$ cat src/rtl/nbody_pkg.sv
// Shared types and fixed-point helpers for the N-body pipeline.
package nbody_pkg;

  localparam int FORCE_W = 32;

  typedef struct packed {
    logic signed [15:0] x;
    logic signed [15:0] y;
    logic signed [15:0] vx;
    logic signed [15:0] vy;
    logic        [15:0] mass;
  } body_t;

  typedef enum logic [2:0] {
    IDLE,
    ACCUM,
    VEL,
    POS,
    HOLD
  } integ_state_t;

  function automatic logic signed [15:0] sat16(input logic signed [16:0] v);
    if (v > 17'sd32767)       return 16'sh7fff;
    else if (v < -17'sd32768) return 16'sh8000;
    else                      return v[15:0];
  endfunction

  // Result is {overflow, saturated sum}.
  function automatic logic [FORCE_W:0] sat_add32(input logic signed [FORCE_W-1:0] a,
                                                 input logic signed [FORCE_W-1:0] b);
    logic signed [FORCE_W:0] s;
    s = {a[FORCE_W-1], a} + {b[FORCE_W-1], b};
    if (s[FORCE_W] != s[FORCE_W-1])
      return {1'b1, s[FORCE_W] ? 32'h8000_0000 : 32'h7fff_ffff};
    else
      return {1'b0, s[FORCE_W-1:0]};
  endfunction

endpackage

$ cat src/rtl/force_accumulator.sv
// Two saturating force accumulators with a contribution counter.
module force_accumulator
  import nbody_pkg::*;
#(
  parameter int N = 16
) (
  input  logic                      clk,
  input  logic                      reset,
  input  logic                      clear,
  input  logic                      en,
  input  logic signed [FORCE_W-1:0] force_x,
  input  logic signed [FORCE_W-1:0] force_y,
  output logic signed [FORCE_W-1:0] acc_x,
  output logic signed [FORCE_W-1:0] acc_y,
  output logic                      done,
  output logic                      sat
);

  localparam int CW = (N > 1) ? $clog2(N) : 1;
  localparam logic [CW-1:0] LAST = CW'((N > 1) ? N - 2 : 0);

  logic [CW-1:0]    cnt;
  logic [FORCE_W:0] nx, ny;

  always_comb begin
    nx   = sat_add32(acc_x, force_x);
    ny   = sat_add32(acc_y, force_y);
    // done marks the cycle that accepts contribution number N-1
    done = en && (cnt == LAST);
    sat  = en && (nx[FORCE_W] || ny[FORCE_W]);
  end

  always_ff @(posedge clk or posedge reset) begin
    if (reset) begin
      acc_x <= '0;
      acc_y <= '0;
      cnt   <= '0;
    end else if (clear) begin
      acc_x <= '0;
      acc_y <= '0;
      cnt   <= '0;
    end else if (en) begin
      acc_x <= nx[FORCE_W-1:0];
      acc_y <= ny[FORCE_W-1:0];
      cnt   <= cnt + CW'(1);
    end
  end

endmodule

$ cat src/rtl/body_integrator.sv
// Accumulates N-1 force contributions for one body, then applies a
// semi-implicit Euler step and hands the result out over valid/ready.
module body_integrator
  import nbody_pkg::*;
#(
  parameter int N         = 16,
  parameter int FRAC_BITS = 8,
  parameter int DT_SHIFT  = 4
) (
  input  logic        clk,
  input  logic        reset,
  input  logic        body_load,
  input  logic [79:0] body_in,
  input  logic        force_valid,
  input  logic [31:0] force_x,
  input  logic [31:0] force_y,
  output logic        out_valid,
  input  logic        out_ready,
  output logic [79:0] body_out,
  output logic        busy,
  output logic        overflow
);

  integ_state_t state;
  body_t        base, bo;
  logic signed [15:0] vxn, vyn;

  logic signed [FORCE_W-1:0] acc_x, acc_y, ax_sh, ay_sh;
  logic acc_clear, acc_en, acc_done, acc_sat;

  logic signed [33:0] vsum_x, vsum_y;
  logic signed [15:0] vx_c, vy_c, px_c, py_c;
  logic signed [16:0] psum_x, psum_y;
  logic vel_ovf, pos_ovf;

  assign body_out  = bo;
  assign acc_clear = (state == IDLE) && body_load;
  assign acc_en    = (state == ACCUM) && force_valid;

  force_accumulator #(.N(N)) u_acc (
    .clk     (clk),
    .reset   (reset),
    .clear   (acc_clear),
    .en      (acc_en),
    .force_x (force_x),
    .force_y (force_y),
    .acc_x   (acc_x),
    .acc_y   (acc_y),
    .done    (acc_done),
    .sat     (acc_sat)
  );

  function automatic logic signed [15:0] clip_wide(input logic signed [33:0] v);
    if (v > 34'sd32767)       return 16'sh7fff;
    else if (v < -34'sd32768) return 16'sh8000;
    else                      return v[15:0];
  endfunction

  always_comb begin
    ax_sh   = acc_x >>> (FRAC_BITS + DT_SHIFT);
    ay_sh   = acc_y >>> (FRAC_BITS + DT_SHIFT);
    // widened so a large accumulator can never wrap before clipping
    vsum_x  = 34'(ax_sh) + 34'(base.vx);
    vsum_y  = 34'(ay_sh) + 34'(base.vy);
    vx_c    = clip_wide(vsum_x);
    vy_c    = clip_wide(vsum_y);
    vel_ovf = (34'(vx_c) != vsum_x) || (34'(vy_c) != vsum_y);
    psum_x  = 17'(base.x) + 17'(vxn >>> DT_SHIFT);
    psum_y  = 17'(base.y) + 17'(vyn >>> DT_SHIFT);
    px_c    = sat16(psum_x);
    py_c    = sat16(psum_y);
    pos_ovf = (17'(px_c) != psum_x) || (17'(py_c) != psum_y);
  end

  always_ff @(posedge clk or posedge reset) begin
    if (reset) begin
      state     <= IDLE;
      base      <= '0;
      bo        <= '0;
      vxn       <= '0;
      vyn       <= '0;
      out_valid <= 1'b0;
      busy      <= 1'b0;
      overflow  <= 1'b0;
    end else begin
      case (state)
        IDLE: if (body_load) begin
          base     <= body_t'(body_in);
          overflow <= 1'b0;
          busy     <= 1'b1;
          state    <= (N == 1) ? VEL : ACCUM;
        end
        ACCUM: begin
          if (acc_sat)  overflow <= 1'b1;
          if (acc_done) state    <= VEL;
        end
        VEL: begin
          vxn   <= vx_c;
          vyn   <= vy_c;
          if (vel_ovf) overflow <= 1'b1;
          state <= POS;
        end
        POS: begin
          bo        <= '{x: px_c, y: py_c, vx: vxn, vy: vyn, mass: base.mass};
          if (pos_ovf) overflow <= 1'b1;
          out_valid <= 1'b1;
          state     <= HOLD;
        end
        HOLD: if (out_ready) begin
          out_valid <= 1'b0;
          busy      <= 1'b0;
          state     <= IDLE;
        end
        default: state <= IDLE;
      endcase
    end
  end

endmodule
$ cat config.mk
export PLATFORM = sky130hd
export DESIGN_NAME = body_integrator
export DESIGN_NICKNAME = d
export VERILOG_FILES = /design/src/rtl/nbody_pkg.sv /design/src/rtl/force_accumulator.sv /design/src/rtl/body_integrator.sv
export SDC_FILE = /design/constraint.sdc
export NUM_CORES = 1
export LEC_CHECK = 0
export CAP_MARGIN = 20
export CORE_MARGIN = 4
export CORE_UTILIZATION = 62
export CTS_BUF_LIST = sky130_fd_sc_hd__clkbuf_4 sky130_fd_sc_hd__clkbuf_8
export DETAILED_ROUTE_END_ITERATION = 16
export PLACE_DENSITY_LB_ADDON = 0.15
export SLEW_MARGIN = 20
export SYNTH_ARGS = -nofsm -noshare
export SYNTH_HDL_FRONTEND = slang
export SYNTH_SLANG_ARGS = --single-unit
$ cat constraint.sdc
create_clock -name clk -period 20.8 [get_ports clk]
set_clock_uncertainty 0.1 [all_clocks]
set_input_delay 5.2 -clock clk [delete_from_list [all_inputs] [get_ports clk]]
set_output_delay 5.2 -clock clk [all_outputs]
set_load 0.02 [all_outputs]
==> flow_summary_export.csv, run 1 <==
group,metric,value,unit
run_status,status,"finished clean",
sta,slew_violations,0,
power,power.total,3.37,mW
drt,routed_via_density,5.87,
drt,totalWireLength,40600,µm
cells_and_area,area_growth,21.7,%
synthesis,syn_nets,2055,
synthesis,avgSynthCellArea,9.50,µm²
power,pwr_density_cell,166,nW/µm²
worst_setup_path,crit-reg2reg-launch,"u_acc.acc_x[0]",
synthesis,synth.most_common_cell,"dfrtp_1",
worst_setup_path,rr_worst_depth,13,
synthesis,synth-seq-area-share,39.8,%
sta,worstMarginPinSlew,1010,ps
synthesis,synth-edff-count,0,
sta,layout_min_cycle_time,9180,ps
power,p_seq_share,25.8,%
place,hpwl,30200,µm
sta,fmax,109,MHz
place,io_buffers,231,
worst_setup_path,cp_slowest_stage_delay,640,ps
floorplanning,boundaryPins,232,
worst_setup_path,rrSetupSlack,16300,ps
worst_setup_path,path_common_cell,"a211o_1",
clock_tree,htree_levels,2,
min_path,holdPathEnd,"u_acc.acc_x[10]",
floorplanning,die_width,172,µm
drt,num_vias,13900,
global_route,grtUsageMet1,36.4,%
drt,dr.pass1.iters,5,
drt,drt_iter0_drc,961,
power,p_leak,9.37,nW
floorplanning,initial_core_util,63.7,%
global_route,met3_usage,4.60,%
worst_setup_path,path_class,"input port to flip-flop",
synthesis,synth.area.top_cells,"dfrtp_1 (40%), ha_1 (10%), mux2_2 (8.4%)",
min_path,hold_path_depth,2,
global_route,grt_pass1_vias,13600,
cells_and_area,nets,2287,
clock_tree,cts_tree,"yes",
synthesis,syn_inst,1762,
clock_tree,ctsResizeCount,0,
floorplanning,dieArea,29700,µm²
power,p_clk_share,14.8,%
synthesis,ys_warn_count,0,
cells_and_area,instances_no_fill,2362,
synthesis,synth_area_leader_cell,"dfrtp_1",
global_route,grt.total_usage,27.1,%
sta,grt_setup_unrepaired,"no",
synthesis,synth_flop_cell,"dfrtp_1",
global_route,use_met2,45.5,%
clock_tree,post_cts_buffers,0,
cells_and_area,fin_util,77.5,%
power,switchingPower,1.48,mW
sta,setup_viol,0,
floorplanning,core_area,26300,µm²
job,max-cap-violations,0,
power,swShare,44.0,%
drt,wire_per_inst,17.2,µm
min_path,hp-start,"u_acc.acc_x[10]",
clock_tree,clock_latency,560,ps
sta,hold_violations,0,
cells_and_area,drive_above_1_share,11.7,%
power,p_int,1.89,mW
synthesis,synthArstFlopShare,100,%
global_route,grt-busiest-layer,"met2",
place,dp.cells,2281,
global_route,antenna_found_initial,2,
sta,finalSetupTns,0,ps
sta,slew_headroom,33.0,%
worst_setup_path,timing.rr.end,"overflow",
sta,post-route-period-util,44.1,%
min_path,worst_hold_path_type,"flip-flop to flip-flop",
power,ir_drop,0.0000892,V
worst_setup_path,cp-end-kind,"flip-flop",
worst_setup_path,cp_slowest_cell,"a211o_1",
global_route,gr-total-overflow,0,
worst_setup_path,path_cells,"clkdlybuf4s50_1, ha_1, fa_1, a211oi_2, o21ai_1, a21o_1, a211o_1, a32oi_2, a221oi_2, or2_1, and2_1, a211o_1, or4_1, a32o_1",
synthesis,synth_top_area_share,39.8,%
floorplanning,rows,59,
worst_setup_path,arrival,9520,ps
drt,antenna_left,0,
worst_setup_path,critPathLaunchType,"input port",
synthesis,syn-cell-area,16700,µm²
synthesis,synth_commonest_cells,"dfrtp_1 (266), nand2_1 (208), o21ai_0 (161)",
clock_tree,postCtsHoldBufs,0,
floorplanning,die_h,172,µm
global_route,grt_max_degree,126,
clock_tree,clock_path_buffers,3,
clock_tree,clk_pin_slew,60,ps
clock_tree,clock-sinks,266,
clock_tree,root_buffer,"clkbuf_8",
synthesis,synth-seq-cells,266,
worst_setup_path,cp_data_required_time,21140,ps
synthesis,synth.distinct_cells,69,
power,combPwrFrac,59.4,%
place,gp_congestion,0.924,
worst_setup_path,path_max_fanout,31,
drt,drc,0,
global_route,grt_pass1_wl,66200,µm
clock_tree,cts_buffers,46,
-- per-layer routing --
layer	share of wire, %	vias to the layer above
met1	45	6640
met3	5.5	85
met5	0.032	-
li1	-	6798
met2	47	340
met4	2.5	2
-- power by group through the flow --
stage	registers, mW	logic (mW)	clock network (mW)
CTS	0.871	1.99	0.509
global placement	0.866	1.92	0
floorplan	0.860	1.51	0
detailed placement	0.878	1.98	0
global route	0.896	2.24	0.534
finish	0.871	2.00	0.499
-- flip-flops by register name, summed over array words and instances, names as in the netlist --
register     cells
base            80
body_out        80
busy             1
out_valid        1
overflow         1
state            3
u_acc.acc_x     32
u_acc.acc_y     32
u_acc.cnt        4
vxn             16
vyn             16
-- metrics by stage --
step / setup WS [ps] / cell area [µm²] / hold WS [ps]
after floorplan: 8170 / 16700 / 343
after global placement: 11160 / 19400 / 360
after detailed placement: 11090 / 19400 / 369
after CTS: 11660 / 20400 / 380
after global routing: 11410 / 20400 / 407
final: 11620 / 20400 / 376
-- worst max path at each step --
| stage | endpoint | from | cells after the start |
|---|---|---|---|
| 6_report | overflow | force_x[0] | 14 |
| 2_1_floorplan | base[0] | reset | 1 |
| 3_3_place_gp | overflow | force_x[0] | 14 |
| 5_1_grt | overflow | force_x[0] | 14 |
| 4_1_cts | overflow | force_x[0] | 14 |
| 3_5_place_dp | overflow | force_x[0] | 14 |
-- layout make-up --
cell class,count,area (µm²)
Antenna cell,1,2.50
Clock buffer,72,903
Clock inverter,8,78.8
Fill cell,1825,5900
Inverter,57,221
Multi-Input combinational cell,1381,9700
Sequential cell,266,6660
Tap cell,335,419
Timing Repair Buffer,242,2400
-- cell usage in the layout (no fill, tap or decap), types with 25 or more instances in the layout --
cell type and instances:
a21o_1 38, a21oi_1 130, clkbuf_8 58, clkdlybuf4s50_1 231, dfrtp_1 266, ha_1 138
inv_1 56, maj3_1 29, mux2_2 125, nand2_1 207, nand3_1 25, nor2_1 124
nor3_1 25, o21ai_0 161, xnor2_1 71, xor2_1 35
-- cells by family (layout without fill, tap and decap cells) --
family | Yosys count | after routing | synth area share (%)
DFF | 266 | 266 | 39.8
xor gates and xnor gates | 107 | 107 | 5.60
other | 0 | 1 | 0
muxes | 130 | 130 | 8.71
and+or+nand+nor | 490 | 490 | 13.1
buffers and inverters | 115 | 379 | 2.60
AOI/OAI and AO/OA | 481 | 481 | 17.5
adders and majority gates | 173 | 173 | 12.8
-- critical path, delay by kind of cell --
kind                     cells  cell delay, ps
AND/OR/NAND/NOR              3            1050
adder cells (fa/ha/maj)      2             690
buffers and inverters        1             400
AO/OA/AOI/OAI                8            2170
Note: power is estimated with default switching activity, not from simulation.
==> run 2: changes to the inputs <==
--- a/config.mk
+++ b/config.mk
@@ -7,7 +7,7 @@
 export LEC_CHECK = 0
 export CAP_MARGIN = 20
 export CORE_MARGIN = 4
-export CORE_UTILIZATION = 62
+export CORE_UTILIZATION = 57
 export CTS_BUF_LIST = sky130_fd_sc_hd__clkbuf_4 sky130_fd_sc_hd__clkbuf_8
 export DETAILED_ROUTE_END_ITERATION = 16
 export PLACE_DENSITY_LB_ADDON = 0.15
==> constraint.sdc (replaced) <==
create_clock -name clk -period 8.9 [get_ports clk]
set_clock_uncertainty 0.1 [all_clocks]
set_input_delay 2.225 -clock clk [delete_from_list [all_inputs] [get_ports clk]]
set_output_delay 2.225 -clock clk [all_outputs]
set_load 0.02 [all_outputs]
==> run 2 against run 1 <==
Against the previous run:
- flip-flop and latch count unchanged
- highest routed layer unchanged
- power rose by 130%
- first-iteration DRC count shrank 23%
- routed wire length increased by 0.82%
- global-route usage fell by 1.8 points
==> flow_summary_export.csv, run 2 (synthesis results as in run 1) <==
group,metric,value,unit
run_status,status,"finished clean",
drt,num_vias,13800,
worst_setup_path,path_common_cell,"a211o_1",
place,dp.cells,2328,
clock_tree,clk_pin_slew,60,ps
worst_setup_path,critPathLaunchType,"input port",
worst_setup_path,crit_start,"force_x[0]",
power,ir_drop,0.000183,V
clock_tree,clock_path_buffers,3,
drt,route.met2.wl,19600,µm
sta,setup_slack,2670,ps
sta,fmax,161,MHz
drt,totalWireLength,40900,µm
job,max-cap-violations,0,
clock_tree,cts_tree,"yes",
sta,slew_headroom,33.3,%
global_route,grt_pass1_vias,13900,
place,io_buffers,231,
global_route,grt_pass1_wl,67100,µm
worst_setup_path,cp_slowest_stage_delay,620,ps
sta,hold_violations,0,
drt,drt_iter0_drc,737,
worst_setup_path,crit_family,"compound AO/OA/AOI/OAI gates",
floorplanning,rows,62,
worst_setup_path,cp_slowest_cell,"a211o_1",
min_path,worst_hold_path_type,"flip-flop to flip-flop",
drt,wl_met3,2590,µm
floorplanning,boundaryPins,232,
clock_tree,root_buffer,"clkbuf_8",
worst_setup_path,crit_buf_inv,1,
place,gp_congestion,0.921,
drt,dr.max_layer_used,"met5",
clock_tree,post_cts_buffers,0,
clock_tree,htree_levels,2,
sta,setup_viol,0,
place,dp_slack,2130,ps
floorplanning,dieArea,32200,µm²
cells_and_area,drive_above_1_share,11.8,%
worst_setup_path,crit-reg2reg-launch,"u_acc.acc_x[0]",
worst_setup_path,arrival,6570,ps
drt,dr.pass1.iters,5,
worst_setup_path,cp_data_required_time,9240,ps
place,hpwl,30500,µm
cells_and_area,final_common_cell,"dfrtp_1",
floorplanning,initial_core_util,58.0,%
drt,drt-met1-wl,17900,µm
cells_and_area,nets,2285,
cells_and_area,instances_no_fill,2412,
floorplanning,core_area,28900,µm²
global_route,grt.total_usage,25.3,%
cells_and_area,layout_common_cells,"dfrtp_1 (266), clkdlybuf4s50_1 (231), nand2_1 (206), o21ai_0 (161), ha_1 (138)",
clock_tree,cts_buffers,46,
sta,holdWs,377,ps
power,p_leak,9.38,nW
min_path,hp-start,"u_acc.acc_x[7]",
clock_tree,postCtsHoldBufs,0,
clock_tree,clock-sinks,266,
cells_and_area,diodes,0,
drt,antenna_left,0,
drt,routed_via_density,5.73,
sta,post-route-period-util,70.0,%
sta,slew_violations,0,
clock_tree,ctsResizeCount,0,
sta,grt_setup_unrepaired,"no",
worst_setup_path,path_max_fanout,31,
sta,finalSetupTns,0,ps
floorplanning,die_width,179,µm
sta,worstMarginPinSlew,1000,ps
worst_setup_path,path_cells,"clkdlybuf4s50_1, ha_1, fa_1, a211oi_2, o21ai_1, a21o_1, a211o_1, a32oi_2, a221oi_2, or2_1, and2_1, a211o_1, or4_1, a32o_1",
sta,layout_min_cycle_time,6230,ps
global_route,gr-total-overflow,0,
worst_setup_path,cp-end-kind,"flip-flop",
global_route,antenna_found_initial,2,
cells_and_area,area_growth,22.2,%
drt,wire_per_inst,17.0,µm
drt,drc,0,
power,pwr_density_cell,387,nW/µm²
worst_setup_path,path_class,"input port to flip-flop",
floorplanning,die_h,179,µm
global_route,grt_max_degree,181,
clock_tree,clock_latency,570,ps
## run 2: layout make-up
| cell class | count | area [µm²] |
|---|---|---|
| clock buffers | 73 | 923 |
| flip-flops and latches | 266 | 6660 |
| inverters | 57 | 218 |
| multi-input cells | 1381 | 9700 |
| clock inverters | 11 | 100 |
| repair buffers | 240 | 2390 |
| fillers | 2277 | 8390 |
| well taps | 384 | 480 |
## run 2: per-stage QoR
step	total power [mW]	utilization, %	cell area [µm²]
finish	7.92	70.9	20500
CTS	7.94	70.9	20500
floorplan	5.53	-	16700
global route	8.64	70.9	20500
global placement	6.53	67.3	19400
detailed placement	6.69	67.3	19400
## run 2: worst paths after layout
path                                  end  slack, ps  cells past startpoint
max                              overflow       2670                     14
min                        u_acc.acc_x[7]        380                      2
max reg2reg                      overflow       4350                     13
min reg2reg                u_acc.acc_x[7]        380                      2
max in group asynchronous          vxn[2]       5430                      3
min in group asynchronous        base[17]       1980                      2
## run 2: where the power goes
part           total (mW)  internal, mW  switching, mW
combinational        4.69          2.07           2.62
sequential           2.03          1.68          0.356
clock                1.20         0.692          0.508
total                7.92          4.44           3.49
## run 2: tightest hold or removal path: stages, from the launching register on
cell and delay [ps]:
dfrtp_1 350, nand2_1 50, nand2_1 50
## run 2: routing by layer
layer / vias up / track usage (%)
met2: 346 / 43.7
met5: - / 0
met3: 58 / 5.06
met4: 4 / 5.78
li1: 6776 / -
met1: 6630 / 33.1
==> run 3: changes to the inputs <==
==> constraint.sdc (replaced) <==
create_clock -name clk -period 6.18 [get_ports clk]
set_clock_uncertainty 0.1 [all_clocks]
set_input_delay 1.545 -clock clk [delete_from_list [all_inputs] [get_ports clk]]
set_output_delay 1.545 -clock clk [all_outputs]
set_load 0.02 [all_outputs]
==> run 3 against run 2 <==
Against the previous run:
- critical path depth did not move
- non-clock buffer count rose by 4
- clock-buffer cell count shrank 1
- sequential power is 44% higher
- hold slack worse by 2.3 ps
- global-route usage is 0.35 points lower
- routed wire length decreased by 1.2%
- via count fell by 0.28%
- core utilization shrank 0.19 points
- first-iteration DRC count increased by 2.7%
- sequential share of layout area is 0.088 points higher
- power is 42% higher
==> flow_summary_export.csv, run 3 (synthesis results as in run 1) <==
group,metric,value,unit
run_status,status,"finished clean",
drt,route.met2.wl,18900,µm
power,ir_drop,0.000295,V
cells_and_area,nets,2289,
place,io_buffers,231,
place,dp_slack,580,ps
floorplanning,rows,62,
drt,dr.max_layer_used,"met4",
sta,grt_setup_unrepaired,"no",
power,power.total,11.3,mW
worst_setup_path,cp_slowest_cell,"or4_1",
global_route,gr-total-overflow,0,
global_route,grt_pass1_vias,13700,
clock_tree,root_buffer,"clkbuf_8",
worst_setup_path,crit-reg2reg-launch,"u_acc.acc_x[22]",
floorplanning,core_area,28900,µm²
power,p_leak,9.36,nW
global_route,antenna_found_initial,0,
cells_and_area,fin_util,70.7,%
place,dp.cells,2332,
worst_setup_path,arrival,5420,ps
worst_setup_path,path_class,"input port to flip-flop",
worst_setup_path,path_common_cell,"a211o_1",
clock_tree,post_cts_buffers,0,
floorplanning,initial_core_util,58.0,%
global_route,grt_pass1_wl,66100,µm
clock_tree,clk_pin_slew,50,ps
clock_tree,cts_tree,"yes",
place,hpwl,30400,µm
worst_setup_path,cp-end-kind,"flip-flop",
worst_setup_path,rr_worst_depth,12,
clock_tree,ctsResizeCount,0,
power,pwr_density_cell,553,nW/µm²
place,gp_congestion,0.915,
min_path,worst_hold_path_type,"flip-flop to flip-flop",
clock_tree,postCtsHoldBufs,0,
job,max-cap-violations,0,
worst_setup_path,path_max_fanout,4,
sta,slew_headroom,30.7,%
floorplanning,boundaryPins,232,
min_path,hp-start,"u_acc.acc_x[10]",
cells_and_area,area_growth,21.9,%
clock_tree,clock_latency,570,ps
sta,layout_min_cycle_time,5080,ps
worst_setup_path,path_cells,"clkdlybuf4s50_1, ha_1, fa_1, a211oi_2, o21ai_1, a21o_1, a211o_1, a32oi_2, a221oi_2, or2_1, and2_1, a211o_1, or4_1, a32o_1",
drt,drt-met1-wl,18200,µm
sta,finalSetupTns,0,ps
min_path,hold_path_depth,2,
drt,wire_per_inst,16.7,µm
global_route,grt.total_usage,24.9,%
sta,slew_violations,0,
global_route,grt_max_degree,127,
drt,totalWireLength,40400,µm
cells_and_area,drive_above_1_share,11.8,%
floorplanning,dieArea,32200,µm²
cells_and_area,final_common_cell,"dfrtp_1",
worst_setup_path,cp_slowest_stage_delay,480,ps
drt,routed_via_density,5.71,
clock_tree,cts_buffers,46,
sta,fmax,197,MHz
floorplanning,die_h,179,µm
clock_tree,clock-sinks,266,
drt,antenna_left,0,
drt,wl_met3,2500,µm
clock_tree,clock_path_buffers,3,
sta,post-route-period-util,82.1,%
drt,dr.pass1.iters,5,
worst_setup_path,cp_data_required_time,6530,ps
sta,setup_slack,1100,ps
cells_and_area,diodes,0,
drt,num_vias,13800,
sta,hold_violations,0,
cells_and_area,layout_common_cells,"dfrtp_1 (266), clkdlybuf4s50_1 (231), nand2_1 (207), o21ai_0 (161), ha_1 (138)",
cells_and_area,fill_cells,2317,
clock_tree,htree_levels,2,
min_path,holdPathEnd,"u_acc.acc_x[10]",
sta,worstMarginPinSlew,1030,ps
worst_setup_path,rrSetupSlack,2110,ps
worst_setup_path,critPathLaunchType,"input port",
floorplanning,die_width,179,µm
drt,drc,0,
worst_setup_path,crit_buf_inv,1,
cells_and_area,instances_no_fill,2413,
sta,setup_viol,0,
drt,drt_iter0_drc,757,
worst_setup_path,timing.rr.end,"overflow",
worst_setup_path,crit_family,"compound AO/OA/AOI/OAI gates",
## run 3: where the power goes
part | total (mW) | internal [mW] | switching, mW
combinational | 6.71 | 2.98 | 3.74
sequential | 2.93 | 2.41 | 0.515
clock | 1.64 | 0.913 | 0.725
## run 3: worst min-delay path, cell delays in order, from the launching register on
cell and delay (ps):
dfrtp_1 340, nand2_1 50, nand2_1 50
## run 3: metal layers
metal / vias up / global-route usage, %
met5: - / 0
met4: 0 / 6.28
met3: 64 / 4.36
met2: 327 / 41.9
met1: 6582 / 33.8
li1: 6803 / -
## run 3: area by class of cell
class                   count  area [µm²]  area share, %
repair buffers            244        2420           11.9
flip-flops and latches    266        6660           32.6
inverters                  57         218           1.07
clock buffers              72         885           4.33
well taps                 384         480           2.35
clock inverters             9        65.1          0.319
multi-input cells        1381        9680           47.4
## run 3: worst max-delay path by stage
stage / from / endpoint / cells past startpoint
after floorplan: reset / base[0] / 1
after global placement: force_x[0] / overflow / 14
after detailed placement: force_x[0] / overflow / 14
after CTS: force_x[0] / overflow / 14
after global routing: force_x[0] / overflow / 14
final: force_x[0] / overflow / 14
## run 3: per-stage QoR
step / instance area, µm² / hold WS (ps)
detailed placement: 19500 / 370
global placement: 19500 / 359
finish: 20400 / 375
global route: 20400 / 399
floorplan: 16700 / 343
CTS: 20400 / 383
